===== src/rtl/pipeline_hazard_ctrl.sv =====
// pipeline_hazard_ctrl: central stall/flush sequencer for the five-stage RV32IM pipeline.
// Resolves load-use hazards, taken-branch redirects, instruction/data memory waits and
// multi-cycle divides, and keeps a saturating count of PC stall cycles.
// Optional feature macro: MULDIV_STALL_EN (divide stall sequencing; when undefined the
// divide is treated as single-cycle, EX_DIV is ignored and DIV_START is tied low).
module pipeline_hazard_ctrl #(
    parameter int unsigned DIV_CYCLES = 32
) (
    input  logic        CLK,
    input  logic        RESET,
    input  logic        IMEM_BUSYWAIT,
    input  logic        DMEM_BUSYWAIT,
    input  logic [4:0]  ID_RS1,
    input  logic [4:0]  ID_RS2,
    input  logic        ID_USES_RS1,
    input  logic        ID_USES_RS2,
    input  logic [4:0]  EX_RD,
    input  logic        EX_MEMREAD,
    input  logic        EX_DIV,
    input  logic        EX_BRANCH_TAKEN,
    output logic        PC_HOLD,
    output logic        IF_ID_HOLD,
    output logic        ID_EX_HOLD,
    output logic        EX_MEM_HOLD,
    output logic        MEM_WB_HOLD,
    output logic        IF_ID_FLUSH,
    output logic        ID_EX_BUBBLE,
    output logic        EX_MEM_BUBBLE,
    output logic        DIV_START,
    output logic [15:0] STALL_COUNT
);

    // Elaboration-time guard on the divide occupancy range.
    if ((DIV_CYCLES < 2) || (DIV_CYCLES > 64)) begin : g_div_cycles_range
        $error("pipeline_hazard_ctrl: DIV_CYCLES must be within 2..64");
    end

    logic rs1_hit;
    logic rs2_hit;
    logic load_use;

    logic div_active;   // sequencer is in the divide-stall state
    logic div_last;     // divide counter has reached its final (release) value
    logic div_request;  // a divide in EX asks for a stall sequence
    logic start_div;    // enter the divide-stall state on this edge
    logic div_tick;     // advance the divide counter on this edge
    logic div_done;     // leave the divide-stall state on this edge

`ifdef MULDIV_STALL_EN
    localparam logic [0:0] ST_RUN     = 1'b0;
    localparam logic [0:0] ST_DIV     = 1'b1;
    localparam logic [5:0] DIV_RELOAD = 6'(DIV_CYCLES - 2);

    logic [0:0] state;
    logic [5:0] div_cnt;

    assign div_active  = (state == ST_DIV);
    assign div_last    = (div_cnt == 6'd0);
    assign div_request = EX_DIV;
    assign DIV_START   = start_div;

    // Divide sequencer: load the counter on start, count down while not frozen, exit on release.
    always_ff @(posedge CLK or posedge RESET) begin
        if (RESET) begin
            state   <= ST_RUN;
            div_cnt <= '0;
        end else if (start_div) begin
            state   <= ST_DIV;
            div_cnt <= DIV_RELOAD;
        end else if (div_tick) begin
            div_cnt <= div_cnt - 6'd1;
        end else if (div_done) begin
            state   <= ST_RUN;
        end
    end
`else
    logic unused_div_ctrl;

    assign div_active      = 1'b0;
    assign div_last        = 1'b0;
    assign div_request     = 1'b0;
    assign DIV_START       = 1'b0;
    assign unused_div_ctrl = ^{EX_DIV, start_div, div_tick, div_done};
`endif

    // Load-use detection: a load in EX writing a non-zero register that ID is about to read.
    always_comb begin
        rs1_hit  = ID_USES_RS1 && (ID_RS1 == EX_RD);
        rs2_hit  = ID_USES_RS2 && (ID_RS2 == EX_RD);
        load_use = EX_MEMREAD && (EX_RD != 5'd0) && (rs1_hit || rs2_hit);
    end

    // Priority decode of hold/flush/bubble controls and the divide sequencer strobes.
    always_comb begin
        PC_HOLD       = 1'b0;
        IF_ID_HOLD    = 1'b0;
        ID_EX_HOLD    = 1'b0;
        EX_MEM_HOLD   = 1'b0;
        MEM_WB_HOLD   = 1'b0;
        IF_ID_FLUSH   = 1'b0;
        ID_EX_BUBBLE  = 1'b0;
        EX_MEM_BUBBLE = 1'b0;
        start_div     = 1'b0;
        div_tick      = 1'b0;
        div_done      = 1'b0;

        if (div_active) begin
            // Divide in progress: only a data-memory wait or the final count change the picture.
            if (DMEM_BUSYWAIT) begin
                PC_HOLD     = 1'b1;
                IF_ID_HOLD  = 1'b1;
                ID_EX_HOLD  = 1'b1;
                EX_MEM_HOLD = 1'b1;
                MEM_WB_HOLD = 1'b1;
            end else if (!div_last) begin
                PC_HOLD       = 1'b1;
                IF_ID_HOLD    = 1'b1;
                ID_EX_HOLD    = 1'b1;
                EX_MEM_BUBBLE = 1'b1;
                div_tick      = 1'b1;
            end else begin
                div_done = 1'b1;
            end
        end else if (DMEM_BUSYWAIT) begin
            PC_HOLD     = 1'b1;
            IF_ID_HOLD  = 1'b1;
            ID_EX_HOLD  = 1'b1;
            EX_MEM_HOLD = 1'b1;
            MEM_WB_HOLD = 1'b1;
        end else if (div_request) begin
            PC_HOLD       = 1'b1;
            IF_ID_HOLD    = 1'b1;
            ID_EX_HOLD    = 1'b1;
            EX_MEM_BUBBLE = 1'b1;
            start_div     = 1'b1;
        end else if (EX_BRANCH_TAKEN) begin
            IF_ID_FLUSH  = 1'b1;
            ID_EX_BUBBLE = 1'b1;
        end else if (load_use) begin
            PC_HOLD      = 1'b1;
            IF_ID_HOLD   = 1'b1;
            ID_EX_BUBBLE = 1'b1;
        end else if (IMEM_BUSYWAIT) begin
            PC_HOLD     = 1'b1;
            IF_ID_FLUSH = 1'b1;
        end
    end

    // Saturating count of cycles in which the PC was held.
    always_ff @(posedge CLK or posedge RESET) begin
        if (RESET) begin
            STALL_COUNT <= '0;
        end else if (PC_HOLD && (STALL_COUNT != '1)) begin
            STALL_COUNT <= STALL_COUNT + 16'd1;
        end
    end

endmodule


===== config.mk =====
export PLATFORM = sky130hd
export DESIGN_NAME = pipeline_hazard_ctrl
export DESIGN_NICKNAME = d
export VERILOG_FILES = /design/src/rtl/pipeline_hazard_ctrl.sv
export SDC_FILE = /design/constraint.sdc
export NUM_CORES = 1
export LEC_CHECK = 0
export CORE_MARGIN = 2
export CORE_UTILIZATION = 37
export CTS_BUF_LIST = sky130_fd_sc_hd__clkbuf_8
export CTS_CLUSTER_SIZE = 12
export DETAILED_ROUTE_END_ITERATION = 8
export GPL_ROUTABILITY_DRIVEN = 0
export PLACE_DENSITY = 0.78
export SYNTH_ARGS = -nofsm -noshare
export SYNTH_HDL_FRONTEND = slang
export SYNTH_SLANG_ARGS = --single-unit

===== constraint.sdc =====
create_clock -name CLK -period 1.9 [get_ports CLK]
set_clock_uncertainty 0.05 [all_clocks]
set_input_delay 0.285 -clock CLK [delete_from_list [all_inputs] [get_ports CLK]]
set_output_delay 0.285 -clock CLK [all_outputs]
set_load 0.005 [all_outputs]

# ---- Yosys cells after proc, flatten, opt, wreduce, memory -nomap -nowiden
# Index checks and enable logic that the tools add are counted.
dict set report op_classes {
  n_addsub 1
  n_eq_ne 3
  mux 13
  reduce_logical 7
}
# cell count
set ops {}
lappend ops {{$add 16x1->16 const B} 1}
lappend ops {{$ne 16x16->1 const B} 1}
lappend ops {{$mux 1} 13}
lappend ops {{$eq 5x5->1} 2}
lappend ops {{$logic_and 1x1->1} 5}
lappend ops {{$reduce_bool 5->1} 1}
lappend ops {{$logic_or 1x1->1} 1}
dict set report word_totals {
  ff_bits 16
  input_bits 24
  output_inout_bits 25
}

# ---- Longest topological paths before layout
# Gate-level depths: netlist (run 1).
dict set report logic_depth {
  word_depth 8
  mapped_depth 7
  mapped_depth_nobuf 7
}

# ---- Worst setup path after synthesis (run 1)
# OpenSTA, ideal clock, no wires.
dict set report synth_path {
  kind {reg2reg}
  start {register STALL_COUNT[0]}
  end {register STALL_COUNT[1]}
  setup_time_ns 0.125
  t_arrival_ns 1.600
  required_time_ns 1.725
  setup_slack_ns 0.126
  path_stages_with_launch 7
  path_buffers 0
  period_less_slack_ns 1.774
  path_cell_list {dfrtp_1 -> ha_1 -> and4_1 -> nand2_1 -> nand4b_1 -> nand2_2 -> mux2_2}
}
dict set report synth_between {
  elab_chain_len 2
  elab_cells_between_ends 3
}
# element line
set synth_rtl {}
lappend synth_rtl {{start, declared} 30} ;# output logic [15:0] STALL_COUNT
lappend synth_rtl {{start signal, assigned} 154} ;# STALL_COUNT <= STALL_COUNT + 16'd1;
lappend synth_rtl {{parallel branches: the longest is 2 deep, another holds $add 16x1->16} -}
# Several ways; the timed one is not identified.
# A chain may end at the register's enable or synchronous reset.

# ---- Worst setup path in the final report (run 1)
dict set report layout_path {
  start {input port EX_RD[2]}
  end {output port PC_HOLD}
}
dict set report layout_between {
  elab_chain_len 7
  elab_cells_between_ends 11
}
# element line
set layout_rtl {}
lappend layout_rtl {{start, declared} 17} ;# input logic [4:0] EX_RD,
lappend layout_rtl {{$eq 5x5->1 (on tied branches)} {88, 89}}
lappend layout_rtl {{$logic_and 1x1->1 (on tied branches)} {88, 89}}
lappend layout_rtl {{$logic_or 1x1->1} 90} ;# load_use = EX_MEMREAD && (EX_RD != 5'd0) && (rs1_hit || rs2_hit);
lappend layout_rtl {{$logic_and 1x1->1 (*)} 90}
lappend layout_rtl {{$mux 1 (*)} 139} ;# end else if (load_use) begin
lappend layout_rtl {{$mux 1 (*)} 136} ;# end else if (EX_BRANCH_TAKEN) begin
lappend layout_rtl {{$mux 1 (*)} 124} ;# end else if (DMEM_BUSYWAIT) begin
lappend layout_rtl {{end, declared} 21} ;# output logic PC_HOLD,
# Every way passes the cells marked *; elsewhere a longest branch is shown, timed or not.

==> results of run 1 <==
[cell usage after synthesis, drive strengths merged]
cell type | n | area, µm²
a21oi | 3 | 18.77
a31oi | 1 | 6.260
and2 | 1 | 6.260
and3 | 1 | 6.260
and4 | 3 | 26.28
buf | 5 | 37.54
conb | 1 | 3.750
dfrtp | 16 | 400.4
ha | 1 | 12.51
inv | 1 | 3.750
mux2 | 1 | 11.26
nand2 | 12 | 47.55
nand3 | 4 | 20.02
nand4 | 10 | 62.56
nand4b | 2 | 17.52
nor2 | 6 | 22.52
nor2b | 1 | 6.260
o21a | 1 | 7.510
o21ai | 1 | 5.000
o21bai | 2 | 18.77
o22ai | 1 | 6.260
or4 | 1 | 7.510
xnor2 | 23 | 201.4
xor2 | 2 | 17.52
[path summary, 6_finish.rpt]
path	to	from	slack (ns)	cells past startpoint
setup / recovery	PC_HOLD	EX_RD[2]	-0.03	7
hold / removal	STALL_COUNT[5]	RESET	0.35	2
setup reg to reg	STALL_COUNT[1]	STALL_COUNT[0]	0.12	6
hold reg to reg	STALL_COUNT[5]	STALL_COUNT[5]	0.44	1
max in group asynchronous	STALL_COUNT[11]	RESET	1.08	2
min in group CLK	STALL_COUNT[5]	STALL_COUNT[5]	0.44	1
[per-layer routing]
metal / track usage [%] / part of all wire, %
met1: 20.36 / 42
met2: 29.76 / 52
met3: 2.576 / 3.6
met4: 9.059 / 2.5
met5: 0 / 0
[final cells by class]
cell class	instances	share of cell area [%]
clock buffer	4	3.341
timing repair buffer	65	34.62
sequential	16	24.30
multi-input combinational	79	35.23
tap	30	2.278
inverter	1	0.2278
[kinds of logic after synthesis]
logic type,share of synthesized area (%)
compound gates,6.428
xor+xnor,22.49
fa+ha+maj,1.285
buf+inv,4.242
flops,41.13
mux,1.157
other cells,0.3852
simple gates,22.88
[stage by stage]
step	utilization, %	cell area [µm²]	hold slack [ns]
floorplan	-	977.2	0.1487
global placement	61.87	1533	0.4308
detailed placement	61.87	1533	0.4370
CTS	65.91	1633	0.3578
global route	66.52	1648	0.4197
finish	66.52	1648	0.3507
[worst max-delay path, delay by kind of cell]
family / cells / cell delay [ns]
compound gates: 3 / 0.43
simple gates: 1 / 0.53
buf+inv: 3 / 0.35
[report_power, final]
group	internal (mW)	leakage (nW)	switching, mW
Clock	0.184	0.0288	0.116
Sequential	0.411	0.211	0.0411
Combinational	0.344	0.470	0.214
Total	0.940	0.710	0.371
[repair_timing]
item,CTS,global route
buffers inserted,6,0
setup endpoints to repair,20,6
gates resized for setup,52,7
pin swaps,19,11
hold buffers,0,0
==> run metrics, run 1 <==
status finished with violations; failing checks negative setup slack; Reg clk slew, reported paths 0.06 ns; CP Cell Sequence buf_6 -> or4_4 -> o21a_1 -> buf_6 -> a21oi_4 -> o21bai_2 -> buf_2; die width 55.29 µm; peak fanout along the critical path 2; Slew Viols, Final 0; nets@finish 191; setup TNS -0.03430 ns; Initial Util 39.29%; share of cells above drive strength 1 26.06%; most frequent cells in the layout clkdlybuf4s50_1, xnor2_1, buf_4, dfrtp_1; total die area 3057 µm²; antenna fix cells 0; Tot Pwr 1.311 mW; worst-margin pin slew 0.5708 ns; # rows 18; number of max-cap violations 0; Top reg by flops STALL_COUNT; Crit path required time 1.56 ns; pin count of the biggest net entering global routing 17; DR pass1 iterations 4; die height 55.29 µm; commonest non-fill, non-tap cell in the layout clkdlybuf4s50_1; initial DRC count 13; VDD IR max 0.9973 mV; Cells after Synth 100; clock latency at the later pin of the worst-skew pair 0.25 ns; DR vias 941; Layout area overhead 69.28%; Detailed Route WL 2480 µm; gr ovfl total 0; CTS tree built; total CTS buffers 3; area of the mapped netlist 973.4 µm²; crit path DAT 1.59 ns; initial antenna violation count 0; Vias per Instance 4.826; Setup crit start kind primary input; Filler cells 213; I/O pins 49; crit path capture type output pin; Seq cells post-synth 16; Port Buffer Count 45; fin crit period 1.930 ns; DP Cell Count 185; most used cell along the critical path buf_6; # clock sinks 16; Setup WS post-layout -0.02980 ns; crit path kind in -> out; setup violators final 2; final hold violation count 0; Final Cycle Share 101.6%; P per Cell Area 795.3 nW/µm²; H-tree levels 1; area occupied by multi-input gates 580.6 µm²; per-cell routed wire length 12.72 µm; RSZ-0062 raised after global routing true; number of global-route vias before repair 955; clock buffer depth 2; Syn Area/Cell 9.734 µm²; sequential share of the synthesized area 41.13%; drc violations 0; GRT Total Usage 17.18%; first-pass GRT wire length 4222 µm; Peak Freq 518.2 MHz; max FFs per register 16; CP max stage cell or4_4; antenna viol nets, final 0; worst stage delay on the critical path 0.53 ns; Root Buffer clkbuf_8; pre-CTS WS -0.7267 ns; core area 2477 µm²; sequential cell area 400.4 µm²; relative slew slack 61.91%; DPL Wire Length 1900 µm; Hold Path Class in -> async; Yosys warnings 0; Leakage Power 0.7098 nW; Top Registers STALL_COUNT x16; fin cells 195; distinct cell type count after synthesis 27
(Power assumes the default switching activity.)
==> inputs of run 2 (changes only) <==
--- a/config.mk
+++ b/config.mk
@@ -6,12 +6,12 @@
 export NUM_CORES = 1
 export LEC_CHECK = 0
 export CORE_MARGIN = 2
-export CORE_UTILIZATION = 37
+export CORE_UTILIZATION = 44
 export CTS_BUF_LIST = sky130_fd_sc_hd__clkbuf_8
 export CTS_CLUSTER_SIZE = 12
 export DETAILED_ROUTE_END_ITERATION = 8
 export GPL_ROUTABILITY_DRIVEN = 0
-export PLACE_DENSITY = 0.78
+export PLACE_DENSITY = 0.83
 export SYNTH_ARGS = -nofsm -noshare
 export SYNTH_HDL_FRONTEND = slang
 export SYNTH_SLANG_ARGS = --single-unit
==> constraint.sdc (replaced) <==
create_clock -name CLK -period 2.5 [get_ports CLK]
set_clock_uncertainty 0.05 [all_clocks]
set_input_delay 0.375 -clock CLK [delete_from_list [all_inputs] [get_ports CLK]]
set_output_delay 0.375 -clock CLK [all_outputs]
set_load 0.005 [all_outputs]
==> run metrics, run 2 (synthesized netlist as in run 1, its figures left out) <==
share of cells above drive strength 1 15.03%; antenna fix cells 0; # clock sinks 16; P per Cell Area 605.3 nW/µm²; Clk pwr share 24.3%; DPL Wire Length 1866 µm; hold_sp STALL_COUNT[5]; CTS tree built; Final Cycle Share 97.84%; Crit path required time 2.08 ns; relative slew slack 58.58%; Setup WS post-layout 0.05410 ns; Reg-to-Reg Start STALL_COUNT[0]; Layout area overhead 60.41%; hold endpoint STALL_COUNT[5]; Comb power frac 34.3%; commonest non-fill, non-tap cell in the layout clkdlybuf4s50_1; most used routing layer met2; crit path DAT 2.02 ns; Hold Crit Depth 1; Vias per Instance 5.276; # rows 17; GRT met2 Usage 37.45%; FF-to-FF setup slack 0.54 ns; first-pass GRT wire length 4126 µm; setup violators final 0; Top reg by flops STALL_COUNT; peak fanout along the critical path 3; pre-CTS WS -0.2516 ns; number of global-route vias before repair 920; RSZ-0062 raised after global routing false; Detailed Route WL 2648 µm; sw power 283.4 µW; antenna viol nets, final 0; worst-case reg-to-reg path depth 6; final hold violation count 0; Hold Path Class reg -> reg; RR Endpoint STALL_COUNT[1]; Reg power frac 41.4%; crit path kind in -> out; post-route design area 1562 µm²; nets@finish 179; met3 GRT Util 4.094%; die width 51.04 µm; drc violations 0; crit path capture type output pin; max FFs per register 16; DR pass1 iterations 4; status completed; I/O pins 49; Initial Util 45.31%; VDD IR max 0.4348 mV; Util after Layout 72.68%; fin crit period 2.446 ns; Port Buffer Count 45; Filler cells 152; clock buffer depth 2; hold buffer count at cts 0; DR vias 955; global routing usage on met1 24.95%; DP Cell Count 175; fin cells 181; Power Internal 661.9 µW; Leakage Power 0.6455 nW; pin count of the biggest net entering global routing 17; H-tree levels 1; Slew Viols, Final 0; total CTS buffers 3; core area 2148 µm²; most frequent cells in the layout clkdlybuf4s50_1, xnor2_1, dfrtp_1, nand2_1, nand4_1; GRT Total Usage 20.93%; initial antenna violation count 0; Reg clk slew, reported paths 0.06 ns; Peak Freq 408.8 MHz; initial DRC count 34; number of max-cap violations 0; Top Registers STALL_COUNT x16; total die area 2605 µm²; DP Area 1470 µm²; worst-margin pin slew 0.6206 ns; clock latency at the later pin of the worst-skew pair 0.25 ns; per-cell routed wire length 14.63 µm; Sw Ratio 29.98%; Setup crit start kind primary input; gr ovfl total 0; Root Buffer clkbuf_8; die height 51.04 µm
run 2: cell count changes in the layout (fill, tap and decap cells not counted), sizes merged:
cell | previous run | this run
buf | 27 | 9
clkdlybuf4s50 | 26 | 38
dlygate4sd2 | 10 | 3
dlymetal6s2s | 0 | 2
clkbuf | 6 | 5
run 2: layout make-up:
cell class	instances	area [µm²]	area share, %
inverters	1	3.754	0.2404
repair buffers	53	501.7	32.13
multi-input cells	79	565.5	36.22
flip-flops and latches	16	400.4	25.64
well taps	28	35.03	2.244
clock buffers	4	55.05	3.526
run 2: metrics by stage:
| stage | hold slack, ns | TNS, ns | total power [mW] |
|---|---|---|---|
| after global routing | 0.4784 | 0 | 0.9981 |
| after detailed placement | 0.4385 | -0.7402 | 0.7079 |
| after CTS | 0.4497 | 0 | 0.9364 |
| final | 0.4418 | 0 | 0.9452 |
| after floorplan | 0.2387 | 0 | 0.5126 |
| after global placement | 0.4292 | -0.6716 | 0.6892 |
run 2: timing repair:
action | 4_1_cts | 5_1_grt
resized for setup | 8 | 9
endpoints found under the setup margin | 4 | 2
pin swaps | 3 | 4
setup buffers | 2 | 0
hold endpoints to repair | 0 | 0
run 2: how the worst max path moves through the flow:
stage | from | to | slack, ns | cells after the start
global route | EX_RD[0] | PC_HOLD | 0.01 | 7
floorplan | EX_RD[0] | STALL_COUNT[15] | 0.64 | 6
finish | EX_RD[0] | PC_HOLD | 0.05 | 7
global placement | EX_RD[3] | IF_ID_FLUSH | -0.21 | 7
detailed placement | EX_RD[3] | IF_ID_FLUSH | -0.25 | 7
CTS | EX_RD[0] | PC_HOLD | 0.02 | 7
run 2: per-layer routing:
layer | wire length, µm | part of all wire, %
met4 | 104 | 3.9
met5 | 0 | 0
met2 | 1317 | 50
met1 | 1061 | 40
met3 | 165 | 6.2
run 2: critical path, cell delays in order:
cell             delay [ns]
clkdlybuf4s50_1        0.42
or4_4                  0.51
o21a_1                 0.21
buf_4                  0.14
a21oi_2                0.13
o21bai_2               0.10
buf_2                  0.13
run 2: power by group through the flow:
stage | clock [mW] | sequential, mW | combinational, mW
2_1_floorplan | 0 | 0.382 | 0.130
3_3_place_gp | 0 | 0.386 | 0.303
3_5_place_dp | 0 | 0.391 | 0.317
4_1_cts | 0.230 | 0.389 | 0.318
5_1_grt | 0.250 | 0.400 | 0.348
6_report | 0.230 | 0.391 | 0.324
